[config.mk]
export PLATFORM = sky130hd
export DESIGN_NAME = sgpr_lsu_wb_seq
export DESIGN_NICKNAME = d
export VERILOG_FILES = /design/src/rtl/sgpr_lsu_wb_seq.sv
export SDC_FILE = /design/constraint.sdc
export NUM_CORES = 1
export LEC_CHECK = 0
export BUFFER_PORTS_ARGS = -buffer_cell sky130_fd_sc_hd__buf_2
export CAP_MARGIN = 20
export CORE_AREA = 4 4 264 266
export CTS_BUF_LIST = sky130_fd_sc_hd__clkbuf_8 sky130_fd_sc_hd__clkbuf_16
export DETAILED_ROUTE_END_ITERATION = 8
export DIE_AREA = 0 0 268 270
export SLEW_MARGIN = 20
export SYNTH_ARGS = -nofsm -noshare
export SYNTH_HDL_FRONTEND = slang
export SYNTH_SLANG_ARGS = --single-unit
[constraint.sdc]
create_clock -name i_clk -period 8.3 [get_ports i_clk]
set_input_delay 2.49 -clock i_clk [delete_from_list [all_inputs] [get_ports i_clk]]
set_output_delay 2.49 -clock i_clk [all_outputs]
set_load 0.02 [all_outputs]
[src/rtl/sgpr_lsu_wb_seq.sv]
// sgpr_lsu_wb_seq
// Write-side sequencer between the LSU scalar-load return path and the
// wr0 port of the 512x32b SGPR array. Takes one return of 1/2/4/8/16
// dwords, checks base alignment, and issues it as 1, 2 or 4 aligned
// 128-bit beats, holding while the port arbiter stalls.
//
// Ports
//   i_clk, i_rst          clock, synchronous active-high reset
//   i_req_valid/o_req_ready  request handshake
//   i_req_addr   [8:0]    base SGPR dword address
//   i_req_dwords [4:0]    dword count (1,2,4,8,16 legal)
//   i_req_data   [511:0]  return data, dword i at [32i+31:32i]
//   i_req_wfid   [5:0]    wavefront id, echoed on o_rsp_wfid
//   i_wb_stall            wr0 port unavailable this cycle
//   o_wr0_addr/en/data    SGPR write port
//   o_done_valid          pulse on the final issued beat
//   o_err_valid           pulse the cycle after an illegal request
//   o_rsp_wfid   [5:0]    wfid qualified by done/err
//
// state   | meaning
// IDLE    | ready for a request; may be reporting an error
// WRITE   | issuing beats r_beat..r_last of the held request
module sgpr_lsu_wb_seq (
   input  logic         i_clk,
   input  logic         i_rst,
   input  logic         i_req_valid,
   output logic         o_req_ready,
   input  logic [8:0]   i_req_addr,
   input  logic [4:0]   i_req_dwords,
   input  logic [511:0] i_req_data,
   input  logic [5:0]   i_req_wfid,
   input  logic         i_wb_stall,
   output logic [8:0]   o_wr0_addr,
   output logic [3:0]   o_wr0_en,
   output logic [127:0] o_wr0_data,
   output logic         o_done_valid,
   output logic         o_err_valid,
   output logic [5:0]   o_rsp_wfid
);

   typedef enum logic {ST_IDLE, ST_WRITE} state_t;

   state_t         r_state;
   state_t         w_state_nxt;
   logic [8:0]     r_addr;
   logic [511:0]   r_data;
   logic [5:0]     r_wfid;
   logic [1:0]     r_beat;
   logic [1:0]     r_last;
   logic [3:0]     r_pat;
   logic           r_err;

   logic           w_accept;
   logic           w_legal;
   logic [1:0]     w_last_nxt;
   logic [3:0]     w_pat_nxt;
   logic [15:0]    w_keep;
   logic [511:0]   w_data_masked;
   logic           w_beat_done;
   logic           w_final;

   assign o_req_ready = (r_state == ST_IDLE) & ~i_rst;
   assign w_accept    = i_req_valid & o_req_ready;
   assign o_err_valid = r_err;
   assign o_rsp_wfid  = r_wfid;

   // Size decode: legality, last beat index, enable pattern, and which
   // dwords survive into the holding register (1/2-dword returns must
   // present zeros in the unused lanes of their single beat).
   always_comb begin
      w_legal    = 1'b0;
      w_last_nxt = 2'd0;
      w_pat_nxt  = 4'b1111;
      w_keep     = 16'hFFFF;
      case (i_req_dwords)
         5'd1: begin
            w_legal   = 1'b1;
            w_pat_nxt = 4'b0001;
            w_keep    = 16'h0001;
         end
         5'd2: begin
            w_legal   = ~i_req_addr[0];
            w_pat_nxt = 4'b0011;
            w_keep    = 16'h0003;
         end
         5'd4: begin
            w_legal = (i_req_addr[1:0] == 2'd0);
            w_keep  = 16'h000F;
         end
         5'd8: begin
            w_legal    = (i_req_addr[2:0] == 3'd0);
            w_last_nxt = 2'd1;
            w_keep     = 16'h00FF;
         end
         5'd16: begin
            w_legal    = (i_req_addr[3:0] == 4'd0);
            w_last_nxt = 2'd3;
         end
         default: w_legal = 1'b0;
      endcase
   end

   for (genvar g = 0; g < 16; g++) begin : g_mask
      assign w_data_masked[32*g +: 32] = w_keep[g] ? i_req_data[32*g +: 32] : 32'd0;
   end

   assign w_beat_done = (r_state == ST_WRITE) & ~i_wb_stall;
   assign w_final     = w_beat_done & (r_beat == r_last);

   always_comb begin
      w_state_nxt  = r_state;
      o_wr0_en     = 4'b0000;
      o_wr0_addr   = 9'd0;
      o_wr0_data   = 128'd0;
      o_done_valid = 1'b0;
      case (r_state)
         ST_IDLE: begin
            if (w_accept && w_legal) w_state_nxt = ST_WRITE;
         end
         ST_WRITE: begin
            o_wr0_en     = r_pat & {4{~i_wb_stall}};
            o_wr0_addr   = r_addr + {5'd0, r_beat, 2'b00};
            o_wr0_data   = r_data[{r_beat, 7'd0} +: 128];
            o_done_valid = w_final;
            if (w_final) w_state_nxt = ST_IDLE;
         end
         default: w_state_nxt = ST_IDLE;
      endcase
   end

   always_ff @(posedge i_clk) begin
      if (i_rst) begin
         r_state <= ST_IDLE;
         r_addr  <= 9'd0;
         r_data  <= 512'd0;
         r_wfid  <= 6'd0;
         r_beat  <= 2'd0;
         r_last  <= 2'd0;
         r_pat   <= 4'd0;
         r_err   <= 1'b0;
      end else begin
         r_state <= w_state_nxt;
         r_err   <= w_accept & ~w_legal;
         if (w_accept) begin
            r_addr <= i_req_addr;
            r_data <= w_data_masked;
            r_wfid <= i_req_wfid;
            r_beat <= 2'd0;
            r_last <= w_last_nxt;
            r_pat  <= w_pat_nxt;
         end else if (w_beat_done && !w_final) begin
            r_beat <= r_beat + 2'd1;
         end
      end
   end

endmodule

# Word-level counts from Yosys, hierarchy flattened
# Index checks and enable logic that the tools add are counted.
# Widths: inputs -> output; s select.
[totals]
inputBits = 536
out_inout_bits = 150
regBits = 537
elab_cells = 62
[classes]
shift = 1
eq_ne = 6
reduce_logical = 7
n_addsub = 2
bitwise_logic = 11
muxes = 27
[op_table]
columns = ["operator", "n"]
rows = [
  ["$mux 32", 16],
  ["$shiftx 512x10->128", 1],
  ["$mux 128", 1],
  ["$pmux 16 s4", 1],
  ["$add 9x4->9", 1],
  ["$mux 9", 1],
  ["$pmux 4 s2", 1],
  ["$and 1x1->1", 5],
  ["$eq 5x1->1 const B", 1],
  ["$eq 5x2->1 const B", 1],
  ["$eq 5x3->1 const B", 1],
  ["$eq 5x4->1 const B", 1],
  ["$eq 5x5->1 const B", 1],
  ["$not 1->1", 5],
  ["$pmux 1 s5", 1],
  ["$and 4x4->4", 1],
  ["$logic_not 4->1", 1],
  ["$mux 4", 1],
  ["$pmux 2 s2", 1],
  ["$logic_not 3->1", 1],
  ["$mux 1", 3],
  ["$add 2x1->2 const B", 1],
  ["$eq 2x2->1", 1],
  ["$logic_and 1x1->1", 2],
  ["other kinds (4)", 4],
]

# Longest topological paths before layout
# Gate-level depths: netlist of run 1.
[logic_depth]
ltp_word = 6
ltp_mapped = 8
ltp_nobuf = 6

# Least setup slack after synthesis of run 1
# OpenSTA, ideal clock, no wires.
[synth_path]
path_type = "input to output"
from = "input port i_wb_stall"
to = "output port o_wr0_en[3]"
n_path_buf = 1
setup_slack_ns = 2.595
required_time_ns = 5.810
cell_stages = 3
t_arrival_ns = 3.215
cell_sequence = "nor2b_1 and2_1 buf_4"
[synth_via]
elab_chain_len = 3
[synth_rtl]
columns = ["item", "line_no", "source"]
rows = [
  ["start, declared", "32", "input logic i_wb_stall,"],
  ["$not 1->1", "121", "o_wr0_en = r_pat & {4{~i_wb_stall}};"],
  ["$and 4x4->4", "121", ""],
  ["$mux 4", "116", "case (r_state)"],
  ["end, declared", "34", "output logic [3:0] o_wr0_en,"],
]
# Every way passes these cells.

# Worst setup path after layout of run 1
# Ends and elaborated chain as after synthesis.

==> reports/summary.log, run 1 <==
[cells_and_area] area added between synthesis and finish 28.7%
[critical_path] CP max FO 7
[synth] async set or reset register ratio after synthesis 0
[grt] number of global-route vias before repair 17,800
[route] detailed-router iteration count before antenna repair 5
[floorplanning] Die Outline Area 72,400 µm²
[critical_path] endpoint required time on the critical path 5810 ps
[pwr] total power divided by cell area 230 nW/µm²
[pwr] Worst VDD drop 0.143 mV
[run_status] outcome complete, no violations
[clocking] number of hold buffers added after cts 0
[floorplanning] I/O Pins 686
[job] reported max-cap violation count 0
[critical_path] cell repeated most along the worst path buf_2
[cells_and_area] share of post-route cells with drive strength above 1 0.411
[clocking] Setup Buffers After CTS 0
[synth] mean cell area of the mapped netlist 12.4 µm²
[critical_path] number of buffer and inverter instances along the worst setup path 2
[synth] Post-Synthesis Cells 1,681
[sta] relative slew slack 0.242
[sta] worst hold slack 449 ps
[sta] post-route fraction of the period consumed by the critical path 0.753
[pwr] total power consumption of the routed design 6.17 mW
[clocking] CTS root buffer clkbuf_16
[critical_path] minimum setup slack among reg-to-reg paths 4610 ps
[clocking] total CTS buffers 58
[critical_path] crit path cell chain buf_2 -> nor2b_1 -> and2_1 -> buf_2
[floorplanning] Core Footprint 67,000 µm²
[hold_path] class of the tightest hold or removal check reg -> reg
[floorplanning] initial standard-cell utilization of the core 0.311
[route] drt first-iter violations 1,098
[sta] count of final hold-check violations 0
[sta] skew final 14.9 ps
[critical_path] capturing element type of the critical path primary output
[clocking] Clock transition at path regs 50 ps
[sta] setup repair after global routing missed its margin false
[clocking] clock sink total 536
[floorplanning] number of standard-cell rows in the floorplan 95
[critical_path] Worst path slowest cell nor2b_1
[critical_path] R2R depth 5
[synth] Area contributors post-synth dfxtp_1, a22o_1, mux4_2
[grt] global route overflow 0
[synth] top-area cell type share of the netlist area 0.515
[synth] distinct cell type count of the synthesized netlist 40
[synth] Post-Synthesis Cell Area 20,800 µm²
[synth] most common library cells after synthesis dfxtp_1, a22o_1, and2_1
[synth] post-synthesis sequential area ratio 0.515
[route] Routed wire per std cell 22.1 µm
[critical_path] worst setup path category in -> out
[synth] library cell with the largest summed area after synthesis dfxtp_1
[sta] endpoints failing setup 0
[cells_and_area] number of fill cells 6,515
[clocking] clock insertion delay at the later pin of the skew report 590 ps
[clocking] Resize count post-CTS 0
[cells_and_area] count of placed standard cells in the final layout, fillers left out 3,227
[clocking] TritonCTS clock tree done
[floorplanning] width of the die 268 µm
[route] vias 16,800
[synth] top flip-flop cell by instance count after synthesis dfxtp_1
[placed_design] placed wire-length estimate after detailed placement 48.7 mm
[synth] Post-synth EDFFs 0
[grt] overall track demand over capacity in global routing 0.187
[sta] Setup TNS 0 ps
[placed_design] count of input and output buffers 685
[clocking] deepest level of the CTS H-tree 2
[cells_and_area] nets@finish 2,809
[sta] minimum clock period 6250 ps
[critical_path] max incr delay on CP 590 ps
[critical_path] arrival time of the worst setup path 3760 ps
[placed_design] routability congestion estimate 0.844
[critical_path] critical path depth in cells 4
[route] remaining antenna violation count after routing 0
[hold_path] Worst Hold Depth 1
[sta] highest clock rate 160 MHz
[grt] largest net degree at the start of global routing 198
[route] via density per instance 5.20
[critical_path] Top delay family on crit path simple AND/OR/NAND/NOR gates
[route] DRT Wirelength 71.3 mm
[synth] number of register bits inferred by synthesis 536
[synth] top-count cell post-synth dfxtp_1
[grt] antenna violations before repair 43
[grt] first-pass GRT wire length 107 mm
[floorplanning] DIE HEIGHT 270 µm
[pwr] leak pwr 11.8 nW
[clocking] Bufs on Longest Clock Path 3
[synth] net count after synthesis 2,220
[sta] number of slew-limit violations in the final report 0
[critical_path] Critical Path Start Type input port
[route] number of DRC violations after detailed routing 0
[synth] warning count from the yosys run 0
[placed_design] placed cell count 3,083
[sta] Least-Margin Pin Slew 1140 ps
## flip-flops by register name, summed over array words and instances, names as in the netlist
signal / count
r_addr: 9
r_state: 1
o_err_valid: 1
r_data: 512
r_pat: 3
o_rsp_wfid: 6
r_last: 2
r_beat: 2
## metal layers
metal / up-vias / track usage / share of wire
li1: 7638 / - / -
met1: 8264 / 0.217 / 0.39
met2: 683 / 0.318 / 0.49
met3: 167 / 0.0547 / 0.084
met4: 20 / 0.0827 / 0.039
met5: - / 0 / 0.0019
## cells in the final DEF, fill, tap and decap left out, types with 6 or more instances in the layout
master and count:
dfxtp_1 533, a21oi_1 54, a22o_1 480, mux4_2 128, and2_1 136, diode_2 35, bufinv_16 10, clkinv_2 13
clkbuf_16 61, xor2_1 6, nor2_1 8, buf_2 685, buf_4 13, clkbuf_8 11, nor3_1 6, inv_1 9
nand2_1 102
## cell families after synthesis
kind of cell / share of synthesized area
AOI/OAI and AO/OA: 0.220
adders and majority gates: 0.00216
xor gates and xnor gates: 0.00420
buffers and inverters: 0.0496
and+or+nand+nor: 0.0705
muxes: 0.138
DFF: 0.515
## power by group
part	total (mW)	internal [mW]	switching, mW
registers	2.83	2.74	0.0935
logic	0.501	0.265	0.236
clock network	2.84	1.74	1.09
## layout make-up
cell class / count / area, µm² / share of cell area
Antenna cell: 35 / 87.6 / 0.00326
Multi-Input combinational cell: 966 / 9120 / 0.340
Timing Repair Buffer: 703 / 3630 / 0.135
Inverter: 5 / 18.8 / 0.000700
Tap cell: 873 / 1090 / 0.0407
Clock inverter: 37 / 464 / 0.0173
Sequential cell: 536 / 10700 / 0.400
Clock buffer: 72 / 1680 / 0.0625
## stage by stage
step,worst slack (ps),util,instance area (µm²)
floorplan,2590,-,20800
global placement,1940,0.367,24600
detailed placement,1980,0.367,24600
CTS,1980,0.399,26700
global route,1930,0.400,26800
finish,2050,0.400,26800
## worst paths after layout
check,from,to
setup / recovery,i_wb_stall,o_wr0_en[3]
hold / removal,r_pat[2],r_pat[2]
setup reg to reg,r_state,r_data[315]
hold reg to reg,r_pat[2],r_pat[2]
Note: power is estimated with default switching activity, not from simulation.
==> run 2, diff against run 1 <==
- ABC_AREA: not set -> 1
- CORE_AREA: 4 4 264 266 -> 4 4 269 271
- DIE_AREA: 0 0 268 270 -> 0 0 273 275
- clock period: 8.3 -> 5.3 ns (I/O delays scaled with it)
==> run 2 against run 1 <==
  * First-iteration DRC count increased by 89%
  * Setup slack got worse by 1500 ps
  * Synthesized area increased by 9.5%
  * Power increased by 52%
  * Register-to-register slack got worse by 2000 ps
  * Final cell count increased by 44%
  * Critical endpoint is now o_wr0_addr[8]
==> reports/summary.log, run 2 <==
[cells_and_area] commonest cells after routing, fill and taps aside buf_2, o21ai_0, dfxtp_1, inv_1, nand3_1
[clocking] Setup Buffers After CTS 0 [unchanged]
[clocking] total CTS buffers 59 [+1.7%]
[sta] endpoints failing setup 0 [unchanged]
[synth] arithmetic-cell share of the synthesized area counting full adders, half adders and majority gates 0.00197 [-0.000187]
[placed_design] placed cell count 4,520 [+47%]
[cells_and_area] area added between synthesis and finish 25.7%
[synth] number of register bits inferred by synthesis 536 [unchanged]
[route] detailed route wirelength on metal2 40.6 mm [+17%]
[floorplanning] width of the die 273 µm [+1.9%]
[placed_design] placed wire-length estimate after detailed placement 58.0 mm [+19%]
[floorplanning] Die Outline Area 75,100 µm² [+3.8%]
[sta] skew final 21.5 ps [+6.52 ps]
[pwr] total power consumption of the routed design 9.35 mW [+52%]
[hold_path] Worst Hold Depth 2 [+1]
[critical_path] R2R depth 7 [+2]
[placed_design] count of input and output buffers 685 [unchanged]
[sta] setup repair after global routing missed its margin false
[synth] top flip-flop cell by instance count after synthesis dfxtp_1
[cells_and_area] Top reg by flops r_data
[synth] Post-synth EDFFs 0 [unchanged]
[sta] count of final hold-check violations 0 [unchanged]
[route] drt first-iter violations 2,080 [+89%]
[sta] number of slew-limit violations in the final report 0 [unchanged]
[sta] worst hold slack 451 ps [+2.26 ps]
[synth] async set or reset register ratio after synthesis 0 [unchanged]
[critical_path] Worst path slowest cell dfxtp_4
[cells_and_area] nets@finish 4,180 [+49%]
[critical_path] capturing element type of the critical path primary output
[sta] highest clock rate 209 MHz
[synth] Synth Area in Compound Gates 0.260 [+0.0401]
[synth] warning count from the yosys run 0 [unchanged]
[synth] top-count cell post-synth o21ai_0
[route] top routing layer in use met5
[route] Routed met3 length 5.58 mm [-6.6%]
[sta] post-route fraction of the period consumed by the critical path 0.903
[clocking] Clock transition at path regs 60 ps [about the same]
[clocking] clock sink total 536 [unchanged]
[synth] simple-gate portion of the synthesized area 0.130 [+0.0599]
[synth] mean cell area of the mapped netlist 7.29 µm² [-41%]
[route] detailed-router iteration count before antenna repair 5 [unchanged]
[synth] post-synthesis sequential area ratio 0.470 [-0.0446]
[critical_path] Critical Path Start Type register
[critical_path] worst setup path category reg -> out
[clocking] deepest level of the CTS H-tree 2 [unchanged]
[run_status] outcome complete, no violations
[synth] top-area cell type share of the netlist area 0.470 [-0.0446]
[route] number of DRC violations after detailed routing 0 [unchanged]
[hold_path] class of the tightest hold or removal check reg -> reg
[route] Met1 Wirelength 37.7 mm [+36%]
[route] DRT Wirelength 86.7 mm [+22%]
[grt] largest net degree at the start of global routing 200 [+1.0%]
[grt] global route overflow 0 [unchanged]
[critical_path] max incr delay on CP 720 ps [+130 ps]
[cells_and_area] share of post-route cells with drive strength above 1 0.225 [-0.186]
[floorplanning] number of standard-cell rows in the floorplan 97 [+2.1%]
[synth] library cell with the largest summed area after synthesis dfxtp_1
[critical_path] crit path cell chain ha_1 -> inv_1 -> fa_1 -> inv_1 -> nand2_1 -> inv_1 -> nand3_1 -> inv_1 -> a21oi_1 -> nor3_1 -> buf_2
[clocking] CTS root buffer clkbuf_16
[grt] overall track demand over capacity in global routing 0.214 [+0.0277]
[job] reported max-cap violation count 0 [unchanged]
[route] Routed wire per std cell 18.6 µm [-16%]
[critical_path] CP max FO 51 [+44]
[synth] Post-Synthesis Cell Area 22,800 µm² [+9.5%]
[grt] antenna violations before repair 38 [-12%]
[route] remaining antenna violation count after routing 0 [unchanged]
[sta] minimum clock period 4780 ps
[route] via density per instance 4.97 [-4.3%]
[synth] mux share of post-synthesis cell area 0 [-0.138]
[synth] most common library cells after synthesis o21ai_0, dfxtp_1, inv_1
[sta] relative slew slack 0.230 [-0.0121]
[floorplanning] initial standard-cell utilization of the core 0.327 [+0.0161]
[sta] Setup TNS 0 ps [unchanged]
[pwr] Worst VDD drop 0.301 mV [+110%]
[synth] Post-Synthesis Cells 3,131 [+86%]
[cells_and_area] count of placed standard cells in the final layout, fillers left out 4,657 [+44%]
[critical_path] arrival time of the worst setup path 3190 ps [-570 ps]
[route] vias 23,200 [+38%]
[critical_path] cell repeated most along the worst path inv_1
[cells_and_area] number of fill cells 7,415 [+14%]
[cells_and_area] leading cell type in the layout, fill and taps excluded buf_2
[clocking] Bufs on Longest Clock Path 3 [unchanged]
[cells_and_area] Largest register FFs 512 [unchanged]
[grt] first-pass GRT wire length 127 mm [+19%]
[pwr] total power divided by cell area 326 nW/µm² [+42%]
[clocking] TritonCTS clock tree done
[clocking] number of hold buffers added after cts 0 [unchanged]
[pwr] leak pwr 11.7 nW [-1.1%]
[critical_path] endpoint required time on the critical path 3710 ps [-2100 ps]
[synth] distinct cell type count of the synthesized netlist 31 [-23%]
[synth] net count after synthesis 3,670 [+65%]
[synth] xor/xnor cell area share of the yosys netlist 0.000768 [-0.00343]
[grt] number of global-route vias before repair 21,500 [+21%]
[placed_design] routability congestion estimate 0.850 [+0.71%]
[sta] Least-Margin Pin Slew 1160 ps [+18.1 ps]
[floorplanning] Core Footprint 69,800 µm² [+4.1%]
[synth] Area contributors post-synth dfxtp_1, o21ai_0, nand3_1
[clocking] clock insertion delay at the later pin of the skew report 610 ps [+20 ps]
[clocking] Resize count post-CTS 0 [unchanged]
[synth] largest family of logic cells by synthesized area compound AO/OA/AOI/OAI gates
[floorplanning] I/O Pins 686 [unchanged]
[floorplanning] DIE HEIGHT 275 µm [+1.9%]
==> run 2: cell types whose count changed after synthesis, sizes merged, moves of 6 or more <==
| cell | delta |
|---|---|
| a21oi | +373 |
| a22o | -480 |
| and2 | -136 |
| buf | +43 |
| clkbuf | +56 |
| inv | +506 |
| mux4 | -128 |
| nand3 | +483 |
| nor2 | +10 |
| o21ai | +744 |
| xor2 | -6 |
==> run 2: final cells by class <==
class	count	area, µm²	share of cell area
Sequential cell	536	10700	0.374
Clock inverter	35	221	0.00772
Tap cell	940	1180	0.0410
Multi-Input combinational cell	1809	8990	0.314
Antenna cell	32	80.1	0.00279
Inverter	513	1950	0.0679
Timing Repair Buffer	722	3870	0.135
Clock buffer	70	1650	0.0576
==> run 2: critical path: cells and delay by family (launching register included) <==
family	cells	cell delay (ps)
buf+inv	5	610
fa+ha+maj	2	630
simple gates	3	580
flops	1	720
compound gates	1	60
==> run 2: path summary, 6_finish.rpt <==
check	startpoint	endpoint	slack [ps]
max	r_beat[0]	o_wr0_addr[8]	520
min	r_data[440]	r_data[440]	450
max reg2reg	r_state	r_data[310]	2590
min reg2reg	r_data[440]	r_data[440]	450
==> run 2: power by group <==
| group | switching [mW] | internal, mW | total, mW |
|---|---|---|---|
| clock | 1.71 | 2.29 | 4.01 |
| sequential | 0.112 | 4.33 | 4.44 |
| combinational | 0.554 | 0.347 | 0.902 |
| total | 2.38 | 6.97 | 9.35 |
==> run 2: logic make-up after synthesis <==
| family | after synthesis |
|---|---|
| AO/OA/AOI/OAI | 1184 |
| XOR/XNOR | 2 |
| buffers and inverters | 786 |
| AND/OR/NAND/NOR | 620 |
| adder cells (fa/ha/maj) | 3 |
| flip-flops | 536 |
==> run 2: through the flow <==
step / util / cell area (µm²) / setup WS (ps)
CTS: 0.410 / 28600 / 357
global placement: 0.383 / 26700 / 1020
floorplan: - / 22800 / 1390
detailed placement: 0.383 / 26700 / 1040
finish: 0.411 / 28700 / 515
global route: 0.411 / 28700 / 185
==> run 2: layer usage <==
layer  global-route usage  vias up
li1                     -    11500
met1                0.288    10700
met2                0.346      805
met3               0.0372      167
met4               0.0820        8
met5                    0        -
